## src/rtl/mem_pkg.sv

```systemverilog
`default_nettype none
// ============================================================================
// Module   : mem_pkg
// Purpose  : Shared encodings and helpers for the byte-wide memory LSU.
// Revision : 1.0 - initial release
// ============================================================================
package mem_pkg;

    typedef enum logic [1:0] {
        SZ_B   = 2'b00,
        SZ_H   = 2'b01,
        SZ_W   = 2'b10,
        SZ_BAD = 2'b11
    } size_e;

    typedef enum logic [2:0] {
        ST_IDLE     = 3'd0,
        ST_WR_BYTE  = 3'd1,
        ST_RD_ISSUE = 3'd2,
        ST_RD_WAIT  = 3'd3,
        ST_ERR      = 3'd4,
        ST_RESP     = 3'd5
    } state_e;

    // Number of memory bytes touched by one request of the given size.
    function automatic logic [2:0] size_nbytes(input logic [1:0] size);
        case (size)
            SZ_B:    size_nbytes = 3'd1;
            SZ_H:    size_nbytes = 3'd2;
            default: size_nbytes = 3'd4;
        endcase
    endfunction

endpackage
`default_nettype wire

```

## src/rtl/lsu_load_ext.sv

```systemverilog
`default_nettype none
// ============================================================================
// Module   : lsu_load_ext
// Purpose  : Sign/zero extension of an assembled little-endian load value.
// Revision : 1.0 - initial release
// ============================================================================
module lsu_load_ext
    import mem_pkg::*;
(
    input  logic [31:0] i_raw,
    input  logic [1:0]  i_size,
    input  logic        i_unsigned,
    output logic [31:0] o_ext
);

    logic w_sign_b;
    logic w_sign_h;

    assign w_sign_b = ~i_unsigned & i_raw[7];
    assign w_sign_h = ~i_unsigned & i_raw[15];

    always_comb begin
        o_ext = i_raw;
        case (i_size)
            SZ_B:    o_ext = {{24{w_sign_b}}, i_raw[7:0]};
            SZ_H:    o_ext = {{16{w_sign_h}}, i_raw[15:0]};
            default: o_ext = i_raw;
        endcase
    end

endmodule
`default_nettype wire

```

## src/rtl/mem_byte_lsu.sv

```systemverilog
`default_nettype none
// ============================================================================
// Module   : mem_byte_lsu
// Purpose  : Splits byte/half/word load-store requests into per-byte accesses
//            to a byte-wide memory and returns one response per request.
// Revision : 1.0 - initial release
// ============================================================================
module mem_byte_lsu
    import mem_pkg::*;
#(
    parameter int ADDR_W = 5,
    parameter int RD_LAT = 1
) (
    input  logic              clk,
    input  logic              rst,
    input  logic              req_valid,
    output logic              req_ready,
    input  logic              req_we,
    input  logic [1:0]        req_size,
    input  logic              req_unsigned,
    input  logic [ADDR_W-1:0] req_addr,
    input  logic [31:0]       req_wdata,
    output logic              resp_valid,
    output logic              resp_err,
    output logic [31:0]       resp_rdata,
    output logic              mem_rd,
    output logic              mem_wr,
    output logic [ADDR_W-1:0] mem_addr,
    output logic [7:0]        mem_wdata,
    input  logic [7:0]        mem_rdata
);

    localparam logic [1:0] c_wait_last = 2'(RD_LAT - 1);

    state_e            r_state;
    state_e            w_state_nxt;
    logic              r_we;
    logic              r_uns;
    logic [1:0]        r_size;
    logic [1:0]        r_last_idx;
    logic [1:0]        r_byte_cnt;
    logic [1:0]        r_wait_cnt;
    logic [ADDR_W-1:0] r_addr;
    logic [31:0]       r_wdata;
    logic [31:0]       r_data;
    logic [31:0]       r_resp_rdata;
    logic [7:0]        r_mem_wdata;
    logic [31:0]       w_ext;
    logic [31:0]       w_resp_data;
    logic [2:0]        w_req_nbytes;
    logic              w_accept;
    logic              w_req_err;
    logic              w_last_byte;
    logic              w_wait_done;

    assign w_accept     = req_valid && (r_state == ST_IDLE);
    assign w_req_nbytes = size_nbytes(req_size);
    assign w_req_err    = (req_size == SZ_BAD)
                       || ((req_size == SZ_H) && req_addr[0])
                       || ((req_size == SZ_W) && (req_addr[1:0] != 2'b00));
    assign w_last_byte  = (r_byte_cnt == r_last_idx);
    assign w_wait_done  = (r_wait_cnt == c_wait_last);

    always_ff @(posedge clk) begin
        if (rst) r_state <= ST_IDLE;
        else     r_state <= w_state_nxt;
    end

    // Errors respond directly from ERR, one cycle after accept, with no strobes.
    always_comb begin
        w_state_nxt = r_state;
        case (r_state)
            ST_IDLE: begin
                if (req_valid) begin
                    if (w_req_err)   w_state_nxt = ST_ERR;
                    else if (req_we) w_state_nxt = ST_WR_BYTE;
                    else             w_state_nxt = ST_RD_ISSUE;
                end
            end
            ST_WR_BYTE:  if (w_last_byte) w_state_nxt = ST_RESP;
            ST_RD_ISSUE: w_state_nxt = ST_RD_WAIT;
            ST_RD_WAIT:  if (w_wait_done) w_state_nxt = w_last_byte ? ST_RESP : ST_RD_ISSUE;
            ST_ERR:      w_state_nxt = ST_IDLE;
            ST_RESP:     w_state_nxt = ST_IDLE;
            default:     w_state_nxt = ST_IDLE;
        endcase
    end

    always_ff @(posedge clk) begin
        if (rst) begin
            r_we         <= 1'b0;
            r_uns        <= 1'b0;
            r_size       <= 2'b00;
            r_last_idx   <= 2'd0;
            r_byte_cnt   <= 2'd0;
            r_wait_cnt   <= 2'd0;
            r_addr       <= '0;
            r_wdata      <= 32'd0;
            r_data       <= 32'd0;
            r_resp_rdata <= 32'd0;
            r_mem_wdata  <= 8'd0;
        end else begin
            if (w_accept && !w_req_err) begin
                r_we       <= req_we;
                r_uns      <= req_unsigned;
                r_size     <= req_size;
                r_last_idx <= 2'(w_req_nbytes - 3'd1);
                r_byte_cnt <= 2'd0;
                r_wait_cnt <= 2'd0;
                r_addr     <= req_addr;
                r_data     <= 32'd0;
                if (req_we) begin
                    r_wdata     <= req_wdata;
                    r_mem_wdata <= req_wdata[7:0];
                end
            end
            case (r_state)
                ST_WR_BYTE: begin
                    if (!w_last_byte) begin
                        r_byte_cnt  <= r_byte_cnt + 2'd1;
                        r_mem_wdata <= r_wdata[{r_byte_cnt + 2'd1, 3'b000} +: 8];
                    end
                end
                ST_RD_ISSUE: r_wait_cnt <= 2'd0;
                ST_RD_WAIT: begin
                    if (w_wait_done) begin
                        r_data[{r_byte_cnt, 3'b000} +: 8] <= mem_rdata;
                        if (!w_last_byte) r_byte_cnt <= r_byte_cnt + 2'd1;
                    end else begin
                        r_wait_cnt <= r_wait_cnt + 2'd1;
                    end
                end
                ST_RESP: r_resp_rdata <= w_resp_data;
                ST_ERR:  r_resp_rdata <= 32'd0;
                default: ;
            endcase
        end
    end

    lsu_load_ext u_load_ext (
        .i_raw      (r_data),
        .i_size     (r_size),
        .i_unsigned (r_uns),
        .o_ext      (w_ext)
    );

    assign w_resp_data = r_we ? 32'd0 : w_ext;

    assign req_ready  = (r_state == ST_IDLE);
    assign mem_wr     = (r_state == ST_WR_BYTE);
    assign mem_rd     = (r_state == ST_RD_ISSUE);
    assign resp_valid = (r_state == ST_RESP) || (r_state == ST_ERR);
    assign resp_err   = (r_state == ST_ERR);
    // Byte offset never carries past the aligned base, so the address holds when idle.
    assign mem_addr   = r_addr + ADDR_W'(r_byte_cnt);
    assign mem_wdata  = r_mem_wdata;
    assign resp_rdata = (r_state == ST_RESP) ? w_resp_data :
                        (r_state == ST_ERR)  ? 32'd0 : r_resp_rdata;

endmodule
`default_nettype wire
```

## config.mk

```make
export PLATFORM = sky130hd
export DESIGN_NAME = mem_byte_lsu
export DESIGN_NICKNAME = d
export VERILOG_FILES = /design/src/rtl/mem_pkg.sv /design/src/rtl/lsu_load_ext.sv /design/src/rtl/mem_byte_lsu.sv
export SDC_FILE = /design/constraint.sdc
export NUM_CORES = 1
export LEC_CHECK = 0
export CORE_ASPECT_RATIO = 1.1
export CORE_UTILIZATION = 55
export DETAILED_ROUTE_END_ITERATION = 10
export PLACE_DENSITY = 0.89
export SLEW_MARGIN = 20
export SYNTH_ARGS = -nofsm -noshare
export SYNTH_HDL_FRONTEND = slang
export SYNTH_HIERARCHICAL = 1
export SYNTH_SLANG_ARGS = --single-unit
```

## constraint.sdc

```tcl
create_clock -name clk -period 3 [get_ports clk]
set_input_delay 0.6 -clock clk [delete_from_list [all_inputs] [get_ports clk]]
set_output_delay 0.6 -clock clk [all_outputs]
set_load 0.005 [all_outputs]
```

======== After elaboration in Yosys (flattened, before gate mapping) ========
Index checks and enable logic that the tools add are counted.
word-level totals
  memory bits (read-only) ................. 0
  flip-flop bits (word level) ............. 122
  memories ................................ 0
  logic and storage cells ................. 81
  output and inout port bits .............. 50
  bits in latches ......................... 0
  RAM bits ................................ 0
operators by class
  equality and inequality tests ........... 13
  reductions and logical operators ........ 16
  divide/modulo/power cells ............... 0
  shift operators ......................... 3
  bitwise gates (word level) .............. 3
  order comparisons ....................... 0
  $mul .................................... 0
  multiplexer cells ....................... 29
  $add $sub $neg .......................... 5
operators by type and width
  kind                                                                     number
  32-bit 2-to-1 mux                                                        7
  32-bit case mux with 2 select lines                                      2
  32-bit bitwise mux                                                       1
  8-bit 2-to-1 mux                                                         4
  8-bit by 7-bit variable shift with 32-bit output (first input constant)  1
  32-bit by 6-bit variable part select with 8-bit output                   1
  8-bit by 7-bit variable part select with 32-bit output                   1
  3-bit 2-to-1 mux                                                         5
  2-bit 2-to-1 mux                                                         6
  2-bit case mux with 2 select lines                                       3
  3-bit case mux with 4 select lines                                       1
  5-bit negator with 7-bit output                                          1
  3-bit by 2-bit equality test with 1-bit output (second input constant)   2
  3-bit equality test (second input constant)                              2
  2-bit logical NOT                                                        3
  5-bit by 2-bit adder with 5-bit output                                   1
  2-bit by 1-bit adder with 2-bit output (second input constant)           2
  2-bit by 1-bit equality test with 1-bit output (second input constant)   2
  2-bit equality test (second input constant)                              2
  1-bit logical AND                                                        4
  2-bit inequality test (second input constant)                            2
  2-bit nonzero test                                                       2
  3-bit by 1-bit equality test with 1-bit output (second input constant)   1
  3-bit logical NOT                                                        1
  9 further kinds                                                          12

======== Logic depth before layout (Yosys ltp) ========
  depth after elaboration ................. 11
  mapped depth ............................ 7
  mapped depth without buffers ............ 6

======== Hierarchy ========
Netlist, hierarchy kept.
modules (own cells, without submodules)
  module        area an instance (µm²)  cells an instance  times used
  mem_byte_lsu  4998.5                  503                1
  lsu_load_ext  355.3                   67                 1

======== Worst setup path after synthesis ========
Ideal clock, no wire load.
  kind .................................... register -> register
  start ................................... register r_byte_cnt[0]
  end ..................................... register r_data[0]
  cell stages (with the launch flop) ...... 8
  buffers on the path ..................... 1
  clock period less this slack ............ 2.041 ns
  path slack .............................. 0.959 ns
  arrival time ............................ 1.979 ns
  required time ........................... 2.938 ns
  path through ............................ dfxtp_1 > inv_1 > ha_1 > buf_2 > nor2_1 > nand3_1 > nor3_1 > a22o_1
on the way
  cells in the longest elaborated chain, start to end .. 5
  elaborated cells between the ends (all ways) .. 6
  those cells by class .................... add/sub: 1; shift: 2; mux: 3
ends and longest elaborated chain
  item                                                                                                                        RTL line             RTL
  from (decl)                                                                                                                 mem_byte_lsu.sv:41   logic [1:0] r_byte_cnt;
  from (signal assigned)                                                                                                      mem_byte_lsu.sv:120  r_byte_cnt <= r_byte_cnt + 2'd1;
  from (signal assigned)                                                                                                      mem_byte_lsu.sv:128  if (!w_last_byte) r_byte_cnt <= r_byte_cnt + 2'd1;
  5-bit negator with 7-bit output (*)                                                                                         mem_byte_lsu.sv:127  r_data[{r_byte_cnt, 3'b000} +: 8] <= mem_rdata;
  8-bit by 7-bit variable part select with 32-bit output or 8-bit by 7-bit variable shift with 32-bit output (tied branches)  mem_byte_lsu.sv:127
  32-bit bitwise mux (*)                                                                                                      mem_byte_lsu.sv:127
  32-bit 2-to-1 mux (*)                                                                                                       mem_byte_lsu.sv:126  if (w_wait_done) begin
  32-bit 2-to-1 mux (*)                                                                                                       mem_byte_lsu.sv:117  case (r_state)
  to (signal, indexed assignment)                                                                                             mem_byte_lsu.sv:127
  to (decl)                                                                                                                   mem_byte_lsu.sv:45   logic [31:0] r_data;
Mark *: on every way between the ends. The rest lies on a longest branch, timed or not.
A chain may end at the register's enable or synchronous reset.

======== Worst setup path after layout ========
  start ................................... register r_size[1]
  end ..................................... output resp_rdata[13]
on the way
  cells in the longest elaborated chain, start to end .. 4
  elaborated cells between the ends (all ways) .. 5
  those cells by class .................... eq/ne: 1; mux: 3; reduce/logical: 1
ends and longest elaborated chain
  item                                                                                 RTL line             RTL
  from (decl)                                                                          mem_byte_lsu.sv:39   logic [1:0] r_size;
  from (signal assigned)                                                               mem_byte_lsu.sv:106  r_size <= req_size;
  2-bit by 1-bit equality test with 1-bit output or 2-bit logical NOT (tied branches)  lsu_load_ext.sv:24   case (i_size)
  32-bit case mux with 2 select lines (*)                                              lsu_load_ext.sv:24
  net w_ext[13]                                                                        mem_byte_lsu.sv:48   logic [31:0] w_ext;
  32-bit 2-to-1 mux (*)                                                                mem_byte_lsu.sv:147  assign w_resp_data = r_we ? 32'd0 : w_ext;
  32-bit 2-to-1 mux (*)                                                                mem_byte_lsu.sv:157  assign resp_rdata = (r_state == ST_RESP) ? w_resp_data :
  to (decl)                                                                            mem_byte_lsu.sv:25   output logic [31:0] resp_rdata,
The timed path passes the listed nets; every way through them passes the cells marked *.

==> out/qor.txt <==
status - finished clean
minimum hold slack - 456 ps
Startpoint Class - flip-flop
Yosys warning count - 6
via count - 4568
nets - 712
Post-Syn Nets - 632
ys async rst share - 0%
launching point of the worst reg2reg path - r_byte_cnt[0]
final wirelength - 13.6 mm
hold buffers post-CTS - 0
Placer Congestion - 0.827
register area - 2450 um^2
Fill cells - 653
core area - 9400 um^2
root buffer cell - clkbuf_8
share of cells above drive strength 1 - 11.9%
crit path capture type - primary output
H-tree levels - 4
Main synth FF type - dfxtp_1
final hold viol count - 0
endpoints failing setup - 0
post-route setup TNS - 0 ps
final non-filler cell total - 780
port buffer count - 101
Yosys top cell area share - 45.6%
P&R area growth vs syn - 30.0%
CTS Buf Count - 17
Clock Skew - 6.92 ps
Reg2Reg Depth - 7
RR Endpoint - r_data[5]
placed cells - 747
die height - 105 um
GR Layer Usage met3 - 8.59%
Chip Width - 96.1 um
worst setup path category - reg2out
Pre-antenna DRT Iters - 5
Slew headroom - 31.3%
clk sinks - 122
Starting DRT DRC Count - 250
CTS max path bufs - 2
synthesized cell area - 5350 um^2
WL/cell - 17.4 um
initial antenna violation count - 0
area of the multi-input gates - 2580 um^2
GR Util met2 - 46.3%
R2R Setup Slk - 650 ps
post-detailed-route count of antenna-violating nets - 0
Avg Vias per Cell - 5.86
Remaining Overflow, GRT - 0
Final Max Tran Viols - 0
Boundary Pins - 102
LEAKAGE - 2.70 nW
Critical Path AT - 2310 ps
Synth cell types - 49
post-synthesis sequential area ratio - 45.6%
Util after Layout - 74.1%
synth top area cells - dfxtp_1 (46%), a22o_1 (9.7%), nand2_1 (8.4%)
HP Start - r_wdata[3]
flops & latches, synth - 122
DP Worst Slack - 367 ps
Tcrit/Tclk final - 97.1%
Design Area, Final - 6960 um^2
fin worst setup slack - 87.1 ps
Hold WC Path Type - reg2reg
clock-pin slew on the worst setup and hold paths - 60 ps
Maximum Capacitance Violations - 0
syn_area_per_cell - 9.39 um^2
Initial Utilization - 57.0%
Mapped Cells - 570
grt peak-use layer - met2
first-pass GRT wire length - 22.1 mm
Worst VDD drop - 404 uV
die area - 10100 um^2
PnR Total Power - 4.20 mW
n_diodes - 0
Cell Pwr Density - 603 nW/um^2
Hold Path Depth - 2
cell taking the most area after synthesis - dfxtp_1
Tot GR Track Use - 28.5%
number of remaining DRC errors - 0
clk_lat worst skew - 520 ps
CTS tree - built
Worst Tran Pin Value - 1020 ps
vias in the first global route - 4646
Hold Path Sink - r_wdata[3]
std cell rows - 37
Worst EP required - 2400 ps
Placement Cell Area - 6280 um^2
DP HPWL - 8.65 mm
CP max FO - 14
largest net degree at the start of global routing - 41
met1 usage - 34.0%
fmax - 343 MHz
minimum clock period - 2910 ps
Post-synth EDFFs - 0
==> layer usage <==
layer / wire length, um / up-vias
li1: - / 2170
met1: 5490 / 2166
met2: 6760 / 201
met3: 1030 / 31
met4: 278 / 0
met5: 0 / -
==> registers in the layout (all words and copies together) (netlist names), 2 cells and up <==
signal,count
r_wdata,32
r_state,3
r_addr,5
r_resp_rdata,32
r_last_idx,2
r_size,2
r_byte_cnt,2
r_data,32
mem_wdata,8
r_wait_cnt,2
==> cell families (layout without fill, tap and decap cells) <==
family / after synthesis / after routing / synth area share [%]
DFF: 122 / 122 / 45.6
and+or+nand+nor: 199 / 199 / 18.1
buffers and inverters: 61 / 154 / 6.45
AOI/OAI and AO/OA: 164 / 164 / 22.9
xor gates and xnor gates: 5 / 5 / 0.818
adders and majority gates: 10 / 10 / 2.48
muxes: 9 / 9 / 3.62
==> critical path, stage by stage (launching register included) <==
cell and delay (ps):
dfxtp_2 390, or4b_4 610, nand2_1 110, a22o_1 170
clkdlybuf4s50_1 520
==> synth_stat cells, types with 5 or more instances <==
library cell and instances:
a22o_2 5, clkbuf_1 17, nor2b_1 8, mux4_2 8, nand2_1 120, nor2_1 18
a21oi_1 47, inv_1 9, buf_2 9, buf_4 10, clkbuf_2 6, dfxtp_1 122
and2b_1 25, a22o_1 59, nand3_1 8, a311oi_1 8, ha_1 9, buf_6 8
o21ai_0 25
==> timing repair <==
action	in CTS	in global routing
endpoints found under the setup margin	33	14
setup buffers	1	0
pin swaps	1	1
gates resized for setup	7	5
==> report_power, final <==
part,internal [mW],total (mW),switching [mW]
Sequential,1.66,1.69,0.0297
Clock,1.40,2.15,0.752
Combinational,0.166,0.362,0.196
Total,3.22,4.20,0.978
==> cell type report <==
cell class              instances  area share [%]
repair buffers                113            16.1
multi-input cells             387            37.1
clock inverters                13            2.71
flip-flops and latches        122            35.2
well taps                     117            2.10
inverters                       9           0.485
clock buffers                  19            6.34
==> cell usage in the layout (no fill, tap or decap), drive strengths merged, types with 2 or more instances in the layout <==
cell           instances
clkbuf                19
nand2                120
clkinvlp               2
a311oi                 8
clkinv                 5
xnor2                  4
or3                    2
a31oi                  2
nand3                  8
dfxtp                122
o21ai                 25
ha                     9
o211a                  2
buf                   13
clkdlybuf4s50         99
a21o                   2
a22o                  64
mux4                   8
a21oi                 48
bufinv                 4
a211oi                 6
inv                   11
nor2b                  8
nor3                   6
and4                   2
o211ai                 2
nor2                  18
and2b                 25
nand2b                 3
==> how the worst max path moves through the flow <==
stage | startpoint | slack, ps | endpoint | cells after the start
after global placement | r_size[0] | 510 | resp_rdata[28] | 4
after detailed placement | r_size[0] | 370 | resp_rdata[29] | 4
after floorplan | r_byte_cnt[0] | 960 | r_data[0] | 7
after global routing | r_state[2] | -2 | resp_rdata[24] | 5
after CTS | r_size[1] | 9 | resp_rdata[13] | 4
final | r_size[1] | 90 | resp_rdata[13] | 4
(Power assumes the default switching activity.)
